## src/rtl/song_reader_pkg.sv

```systemverilog
// song_reader_pkg
// Shared definitions for the note sequencer.
//   - Widths of note code, duration and note index, and the number of songs.
//   - Sequencer FSM state encoding.
//   - score_word(): the score contents, one 12-bit word per {song, index}.
//     The note code is in the upper bits and the duration in the lower bits.
//     Each song's entry is generated from a small per-song rule, so the ROM
//     synthesises to plain logic and needs no external file.
package song_reader_pkg;

   localparam int NOTE_WIDTH = 6;
   localparam int DUR_WIDTH  = 6;
   localparam int ADDR_WIDTH = 5;
   localparam int SONG_COUNT = 4;
   localparam int SONG_W     = $clog2(SONG_COUNT);
   localparam int ROM_AW     = SONG_W + ADDR_WIDTH;
   localparam int ROM_DW     = NOTE_WIDTH + DUR_WIDTH;

   typedef enum logic [2:0] {
      ST_IDLE  = 3'd0,
      ST_FETCH = 3'd1,
      ST_LOAD  = 3'd2,
      ST_NEW   = 3'd3,
      ST_WAIT  = 3'd4,
      ST_END   = 3'd5
   } state_t;

   // Score contents. Song 2 carries an end-of-song marker (duration 0) at
   // entry 3; the other songs use nonzero durations throughout.
   function automatic logic [ROM_DW-1:0] score_word(input logic [ROM_AW-1:0] addr);
      logic [SONG_W-1:0]     sel_s;
      logic [NOTE_WIDTH-1:0] idx_s;
      logic [NOTE_WIDTH-1:0] note_s;
      logic [DUR_WIDTH-1:0]  dur_s;
      sel_s = addr[ROM_AW-1:ADDR_WIDTH];
      idx_s = {1'b0, addr[ADDR_WIDTH-1:0]};
      case (sel_s)
         2'd0: begin
            note_s = idx_s + 6'd5;
            dur_s  = 6'd12 + {4'd0, idx_s[1:0]};
         end
         2'd1: begin
            note_s = idx_s + 6'd32;
            dur_s  = idx_s + 6'd1;
         end
         2'd2: begin
            note_s = idx_s + 6'd10;
            if (idx_s == 6'd3) begin
               dur_s = 6'd0;
            end else begin
               dur_s = idx_s + 6'd4;
            end
         end
         2'd3: begin
            note_s = 6'd63 - idx_s;
            dur_s  = 6'd40 - idx_s;
         end
         default: begin
            note_s = 6'd0;
            dur_s  = 6'd0;
         end
      endcase
      return {note_s, dur_s};
   endfunction

endpackage

```

## src/rtl/song_rom.sv

```systemverilog
// song_rom
// Synchronous-read score ROM, 128 words x 12 bits, one-cycle read latency.
// Ports:
//   clk   in   system clock
//   addr  in   {song, note index}
//   data  out  {note code, duration}, registered
module song_rom
   import song_reader_pkg::*;
(
   input  logic              clk,
   input  logic [ROM_AW-1:0] addr,
   output logic [ROM_DW-1:0] data
);

   logic [ROM_DW-1:0] data_r;

   // Registered ROM read: address sampled every edge, word valid next cycle
   always_ff @(posedge clk) begin
      data_r <= score_word(addr);
   end

   assign data = data_r;

endmodule

```

## src/rtl/song_reader.sv

```systemverilog
// song_reader
// Note sequencer: walks the 32-note score of the selected song, presents each
// note and its duration, and advances when the note player reports the note
// finished. A zero duration or a co pulse tells the downstream song-done
// detector that the song is over.
// Ports:
//   clk        in   system clock
//   reset_n    in   synchronous active-low reset
//   play       in   level, 1 = run, 0 = pause/stop
//   song       in   song select (4 scores)
//   note_done  in   one-cycle pulse, current note finished
//   note       out  current note code, registered
//   duration   out  current note duration, registered (0 = song over)
//   new_note   out  one-cycle pulse, note/duration just updated
//   co         out  one-cycle pulse when the last note (index 31) completes
module song_reader
   import song_reader_pkg::*;
#(
   parameter int NOTE_W = NOTE_WIDTH,
   parameter int DUR_W  = DUR_WIDTH,
   parameter int ADDR_W = ADDR_WIDTH
)(
   input  logic              clk,
   input  logic              reset_n,
   input  logic              play,
   input  logic [1:0]        song,
   input  logic              note_done,
   output logic [NOTE_W-1:0] note,
   output logic [DUR_W-1:0]  duration,
   output logic              new_note,
   output logic              co
);

   state_t              state_r;
   state_t              state_nxt_s;
   logic [ADDR_W-1:0]   index_r;
   logic [1:0]          song_q_r;
   logic [NOTE_W-1:0]   note_r;
   logic [DUR_W-1:0]    duration_r;
   logic                new_note_r;
   logic                co_r;

   logic [ROM_AW-1:0]   rom_addr_s;
   logic [ROM_DW-1:0]   rom_data_s;
   logic [NOTE_W-1:0]   rom_note_s;
   logic [DUR_W-1:0]    rom_dur_s;
   logic                song_chg_s;
   logic                last_s;
   logic                advance_s;
   logic                wrap_s;

   // The address is held from FETCH through LOAD, so the word read at the
   // FETCH->LOAD edge is the one LOAD hands to the output registers.
   assign rom_addr_s = {song_q_r, index_r};
   assign rom_note_s = rom_data_s[NOTE_W+DUR_W-1:DUR_W];
   assign rom_dur_s  = rom_data_s[DUR_W-1:0];
   assign song_chg_s = (song != song_q_r);
   assign last_s     = (index_r == {ADDR_W{1'b1}});

   song_rom u_rom (
      .clk  (clk),
      .addr (rom_addr_s),
      .data (rom_data_s)
   );

   // Next-state logic; a song change overrides every other transition
   always_comb begin
      state_nxt_s = state_r;
      advance_s   = 1'b0;
      wrap_s      = 1'b0;
      if (song_chg_s) begin
         state_nxt_s = ST_IDLE;
      end else begin
         case (state_r)
            ST_IDLE: begin
               if (play) begin
                  state_nxt_s = ST_FETCH;
               end else begin
                  state_nxt_s = ST_IDLE;
               end
            end
            ST_FETCH: begin
               state_nxt_s = ST_LOAD;
            end
            ST_LOAD: begin
               if (rom_dur_s != {DUR_W{1'b0}}) begin
                  state_nxt_s = ST_NEW;
               end else begin
                  state_nxt_s = ST_END;
               end
            end
            ST_NEW: begin
               state_nxt_s = ST_WAIT;
            end
            ST_WAIT: begin
               // note_done is ignored while paused
               if (note_done && play) begin
                  if (last_s) begin
                     wrap_s      = 1'b1;
                     state_nxt_s = ST_END;
                  end else begin
                     advance_s   = 1'b1;
                     state_nxt_s = ST_FETCH;
                  end
               end else begin
                  state_nxt_s = ST_WAIT;
               end
            end
            ST_END: begin
               if (!play) begin
                  state_nxt_s = ST_IDLE;
               end else begin
                  state_nxt_s = ST_END;
               end
            end
            default: begin
               state_nxt_s = ST_IDLE;
            end
         endcase
      end
   end

   // State, index and song registers
   always_ff @(posedge clk) begin
      if (!reset_n) begin
         state_r  <= ST_IDLE;
         index_r  <= {ADDR_W{1'b0}};
         song_q_r <= song;
      end else begin
         state_r  <= state_nxt_s;
         song_q_r <= song;
         if (song_chg_s || wrap_s) begin
            index_r <= {ADDR_W{1'b0}};
         end else if (advance_s) begin
            index_r <= index_r + ADDR_W'(1);
         end else begin
            index_r <= index_r;
         end
      end
   end

   // Output registers: loaded on entry to NEW, cleared on entry to IDLE/END
   always_ff @(posedge clk) begin
      if (!reset_n) begin
         note_r     <= {NOTE_W{1'b0}};
         duration_r <= {DUR_W{1'b0}};
         new_note_r <= 1'b0;
         co_r       <= 1'b0;
      end else begin
         new_note_r <= (state_nxt_s == ST_NEW);
         co_r       <= wrap_s;
         if (state_nxt_s == ST_NEW) begin
            note_r     <= rom_note_s;
            duration_r <= rom_dur_s;
         end else if ((state_nxt_s == ST_IDLE) || (state_nxt_s == ST_END)) begin
            note_r     <= {NOTE_W{1'b0}};
            duration_r <= {DUR_W{1'b0}};
         end else begin
            note_r     <= note_r;
            duration_r <= duration_r;
         end
      end
   end

   assign note     = note_r;
   assign duration = duration_r;
   assign new_note = new_note_r;
   assign co       = co_r;

endmodule

```

## config.mk

```make
export PLATFORM = sky130hd
export DESIGN_NAME = song_reader
export DESIGN_NICKNAME = d
export VERILOG_FILES = /design/src/rtl/song_reader_pkg.sv /design/src/rtl/song_rom.sv /design/src/rtl/song_reader.sv
export SDC_FILE = /design/constraint.sdc
export NUM_CORES = 1
export LEC_CHECK = 0
export ABC_AREA = 0
export CAP_MARGIN = 20
export CORE_MARGIN = 2
export CORE_UTILIZATION = 30
export DETAILED_ROUTE_END_ITERATION = 6
export PLACE_DENSITY = 0.48
export SLEW_MARGIN = 20
export SYNTH_ARGS = -nofsm -noshare
export SYNTH_HDL_FRONTEND = slang
export SYNTH_HIERARCHICAL = 1
export SYNTH_SLANG_ARGS = --single-unit
export TNS_END_PERCENT = 1
```

## constraint.sdc

```tcl
create_clock -name clk -period 3.5 [get_ports clk]
set_input_delay 0.7 -clock clk [delete_from_list [all_inputs] [get_ports clk]]
set_output_delay 0.7 -clock clk [all_outputs]
set_load 0.05 [all_outputs]
```

# == Word level (Yosys, flattened, before mapping) ==
# Cells that the tools add are included.
# totals
out_inout_bits,14
regBits,36
inputBits,6
# op_classes
n_addsub,9
bitwise,1
n_reduce_logical,9
n_mux,21
n_eq_ne,13
# op_table
op,count
one-hot mux 6 bit (4 select lines),2
2-to-1 mux 6 bit,4
one-hot mux 3 bit (6 select lines),1
2-to-1 mux 3 bit,5
"adder 5 x 3 -> 6 bit, second input constant",2
"subtractor 6 x 5 -> 6 bit, first input constant",2
"equality test 3 x 2 -> 1 bit, second input constant",3
"equality test 3 bit, second input constant",3
2-to-1 mux 1 bit,9
"adder 5 x 1 -> 6 bit, second input constant",1
"adder 5 x 4 -> 6 bit, second input constant",1
"adder 5 x 6 -> 6 bit, second input constant",1
zero test 3 bit,2
nonzero test 6 bit,1
"adder 4 x 2 -> 5 bit, first input constant",1
"adder 5 x 1 -> 5 bit, second input constant",1
"equality test 5 x 2 -> 1 bit, second input constant",1
"equality test 5 bit, second input constant",1
"equality test 2 bit, second input constant",2
"equality test 3 x 1 -> 1 bit, second input constant",1
"equality test 2 x 1 -> 1 bit, second input constant",1
zero test 2 bit,1
logical OR 1 bit,2
inequality test 2 bit,1
4 further kinds,4

# == Depth between registers and ports, before layout ==
# depth
depth_word,9
ltp_mapped,9
depth_no_buf,8

# == By module ==
# The synthesis kept the hierarchy.
# by_module_without_submodules
module,cells_per_inst,area_per_inst_um2,instances
song_reader,121,1239.9,1
song_rom,100,840.8,1

# == Least setup slack after synthesis ==
# No wires, ideal clock.
# synth_timing
kind,flip-flop to flip-flop
from,register index_r[1]
to,register duration_r[0] (netlist: duration[0])
synth_period_minus_slack_ns,2.149
arrival_time_ns,2.082
path_slack_ns,1.351
stages_incl_launch_ff,10
setup_ns,0.067
path_cell_list,dfxtp_1 > ha_1 > and3_1 > ha_1 > nor2b_1 > a2111oi_4 > nor3_4 > a211o_1 > buf_6 > a21oi_2
# synth_between
elab_chain_cells,8
# synth_rtl
element,line_no,text
start: declaration,song_reader.sv:36,logic [ADDR_W-1:0] index_r;
start signal: assignment,song_reader.sv:127,index_r <= {ADDR_W{1'b0}};
start signal: assignment,song_reader.sv:133,index_r <= {ADDR_W{1'b0}};
start signal: assignment,song_reader.sv:135,index_r <= index_r + ADDR_W'(1);
equality test 5 bit (*),song_reader.sv:58,assign last_s = (index_r == {ADDR_W{1'b1}});
2-to-1 mux 3 bit (*),song_reader.sv:98,if (last_s) begin
2-to-1 mux 3 bit (*),song_reader.sv:97,if (note_done && play) begin
one-hot mux 3 bit (6 select lines) (*),song_reader.sv:74,case (state_r)
2-to-1 mux 3 bit (*),song_reader.sv:71,if (song_chg_s) begin
equality test 3 bit or zero test 3 bit (tied branches),song_reader.sv:155,end else if ((state_nxt_s == ST_IDLE) || (state_nxt_s == ST_END)) begin
logical OR 1 bit,song_reader.sv:155,
nonzero test 2 bit (no line),-,
end signal: assignment,song_reader.sv:154,duration_r <= rom_dur_s;
end signal: assignment,song_reader.sv:157,duration_r <= {DUR_W{1'b0}};
end signal: assignment,song_reader.sv:160,duration_r <= duration_r;
end: declaration,song_reader.sv:39,logic [DUR_W-1:0] duration_r;
# Every way passes the cells marked *; elsewhere a longest branch is shown, timed or not.
# A chain may end at the register's enable or synchronous reset.

# == Final worst setup path ==
# layout_timing
from,register index_r[0]
to,register duration_r[2] (netlist: duration[2])
# Same word-level chain as after synthesis.

==> qor.csv <==
stage;metric;value;unit
power;worst vdd ir;0.000126;V
drt;Via density;4.97;
drt;via count;1587;
synthesis;Synth Warn #;6;
drt;DR WL/cell;13.3;µm
floorplan;io pins;20;
synthesis;part of the Yosys area used for sequential elements;34.6;%
synthesis;area leader, netlist;dfxtp_1;
floorplan;area of the die;7620;µm²
sta;Final Slew Violations;0;
synthesis;Syn Nets;238;
setup_path;startpoint types;register;
cts;CTS resizes;0;
drt;Detailed Route WL;4240;µm
synthesis;FFs w/ async S/R, synth;0;%
finish;Diodes inserted;0;
synthesis;Mean Syn Cell Area;9.42;µm²
floorplan;core area;6760;µm²
setup_path;Crit Path Category;reg -> reg;
synthesis;Post-synth EDFFs;0;
cts;CTS tree;yes;
cts;Clock transition at path regs;0.08;ns
cts;# hold bufs at CTS;0;
hold_path;hold depth;2;
cts;Clock Sinks;36;
global_routing;initial antenna violation count;0;
setup_path;r2r setup slk;0.84;ns
placement;dpl hpwl;3020;µm
finish;layout cell share with drive strength beyond 1;16.3;%
power;total power;0.779;mW
finish;# nets final;255;
setup_path;Largest stage delay, worst path;0.55;ns
setup_path;RR Startpoint;index_r[0]$_SDFFE_PP0P_;
synthesis;mux cell area share after synthesis;0.962;%
status;status;completed;
synthesis;top cells by count, synth;36 x dfxtp_1, 15 x nor2_1, 14 x o211ai_1;
sta;setup TNS;0;ns
synthesis;Main synth FF type;dfxtp_1;
setup_path;CP max FO;13;
floorplan;die span in y;87.3;µm
global_routing;number of global-route vias before repair;1452;
synthesis;Mapped Cells;221;
synthesis;largest family of logic cells by synthesized area;compound AO/OA/AOI/OAI gates;
finish;Area Growth Syn to Fin;14.9;%
synthesis;share of the synthesized area in the top cell type;34.6;%
sta;f_max;0.375;GHz
drt;Routed Antenna Nets;0;
synthesis;Synth Area in Compound Gates;27.7;%
synthesis;register bit total from synthesis;36;
setup_path;Worst Reg-to-Reg Cells;10;
floorplan;Die X;87.3;µm
setup_path;CP max stage cell;a211o_1;
sta;final setup vio count;0;
cts;Skew-Pair Late Insertion Delay;0.28;ns
cts;cts bufs inserted;5;
sta;Slew @ Worst Pin;0.612;ns
synthesis;top-count cell post-synth;dfxtp_1;
power;Static Leak;0.803;nW
sta;fin crit share;76.1;%
setup_path;Critical Path, Cell by Cell;buf_4 -> ha_1 -> and3_1 -> ha_1 -> nor2b_1 -> a2111oi_4 -> nor3_4 -> buf_4 -> a211o_1 -> a21oi_1;
sta;Final min period;2.66;ns
cts;Clk Tree Root Cell;clkbuf_8;
synthesis;Area contributors post-synth;dfxtp_1 35%, ha_1 6.6%, o211ai_1 5.1%;
job;max-cap violation count;0;
drt;drt first pass iters;4;
floorplan;std cell rows;30;
setup_path;CP top delay family;compound AO/OA/AOI/OAI gates;
sta;RSZ-0062 raised after global routing;no;
cts;post-CTS setup buffers;0;
drt;drc violations;0;
synthesis;Synth Cell Area;2080;µm²
sta;Slew HR;59.2;%
sta;Max Clock Skew;0.0126;ns
setup_path;crit path DAT;2.82;ns
global_routing;first-pass GRT wire length;7240;µm
placement;Buffers on Ports;19;
power;PD cells;326;nW/µm²
placement;routability congestion estimate;0.765;
hold_path;Worst Hold Class;reg -> reg;
synthesis;post-synthesis share of cell area spent on full adders, half adders and majority gates;6.61;%
synthesis;Post-Synth Simple-Gate Area;17.0;%
drt;drt initial violations;34;
hold_path;min-delay src;duration[4]$_SDFFE_PN0P_;
global_routing;largest net degree at the start of global routing;27;
setup_path;CP required;3.66;ns
global_routing;global route overflow;0;
setup_path;crit end category;register;
global_routing;total track usage;11.9;%
hold_path;Hold Path End;duration[4]$_SDFFE_PN0P_;
sta;Hold Violations, Final;0;
synthesis;synth unique cells;53;
floorplan;initial core utilization;30.8;%
setup_path;R2R Path End;duration[2]$_SDFFE_PN0P_;
cts;H-tree depth;2;
cts;clock tree buffer depth;2;
setup_path;Worst Path Buf+Inv;2;
synthesis;Post-Synth XOR/XNOR Area;5.77;%
## cell type report
cell class / count / area [µm²]
clock buffers: 5 / 68.8
clock inverters: 3 / 18.8
fillers: 694 / 4370
inverters: 9 / 33.8
multi-input cells: 160 / 1210
flip-flops and latches: 36 / 721
well taps: 80 / 100
repair buffers: 26 / 243
## stage by stage
stage / util (%) / instance area (µm²) / worst slack (ns) / instances / hold slack (ns)
after floorplan: - / 2080 / 1.35 / 221 / 0.494
after detailed placement: 34.1 / 2300 / 0.675 / 311 / 0.481
after global placement: 34.1 / 2300 / 0.698 / 311 / 0.476
after global routing: 35.4 / 2390 / 0.649 / 319 / 0.515
final: 35.4 / 2390 / 0.836 / 319 / 0.492
after CTS: 35.4 / 2390 / 0.838 / 319 / 0.498
## cell usage in the layout, fill, tap and decap left out, drive strengths merged, types with 2 or more instances in the layout
master	Yosys	routed
a211o	2	2
nand3b	2	2
xnor2	10	10
buf	14	7
a2111oi	2	2
a21boi	3	3
nand2b	3	3
mux2i	2	2
ha	11	11
xor2	2	2
o22ai	2	2
clkdlybuf4s50	0	19
o211ai	14	14
a31oi	13	13
o21a	2	2
a21oi	22	22
nor3	3	3
inv	9	9
and3	3	3
a211oi	2	2
dfxtp	36	36
nand2	12	12
nand3	7	7
nor2b	4	4
and2	2	2
clkinv	0	3
o21ai	9	9
nor2	15	15
clkbuf	2	5
## where the power goes
part           internal, mW  leakage (nW)  switching (mW)
logic                0.0267         0.461          0.0368
registers             0.419         0.294         0.00832
clock network         0.139        0.0479           0.150
total                 0.584         0.803           0.195
## state kept, by name, indices dropped and copies added, names as in the netlist
name and flops:
new_note 1, song_q_r 2, duration 6, state_r 3
note 6, co 1, u_rom/data 12, index_r 5
## per-layer routing
layer / GRT usage (%) / share of wire (%) / vias up
li1: - / - / 831
met1: 16.5 / 53 / 734
met2: 18.1 / 44 / 20
met3: 3.03 / 2.9 / 2
met4: 3.36 / 0.75 / 0
met5: 0 / 0 / -
## tightest hold or removal path: cells and delay by family, from the launching register on
family	cells	cell delay, ns
AO/OA/AOI/OAI	2	0.13
flip-flops	1	0.33
## cell families after synthesis
family                     count (synthesis)
AOI/OAI and AO/OA                         76
and+or+nand+nor                           59
DFF                                       36
buffers and inverters                     25
xor gates and xnor gates                  12
adders and majority gates                 11
muxes                                      2
## worst max-delay path by stage
stage / from / to / cells after the start
final: index_r[0]$_SDFFE_PP0P_ / duration[2]$_SDFFE_PN0P_ / 10
after floorplan: index_r[1]$_SDFFE_PP0P_ / duration[0]$_SDFFE_PN0P_ / 9
after global routing: index_r[0]$_SDFFE_PP0P_ / duration[2]$_SDFFE_PN0P_ / 10
after detailed placement: note_done / duration[2]$_SDFFE_PN0P_ / 7
after global placement: note_done / duration[2]$_SDFFE_PN0P_ / 7
after CTS: index_r[0]$_SDFFE_PP0P_ / duration[3]$_SDFFE_PN0P_ / 10
(Power assumes the default switching activity.)
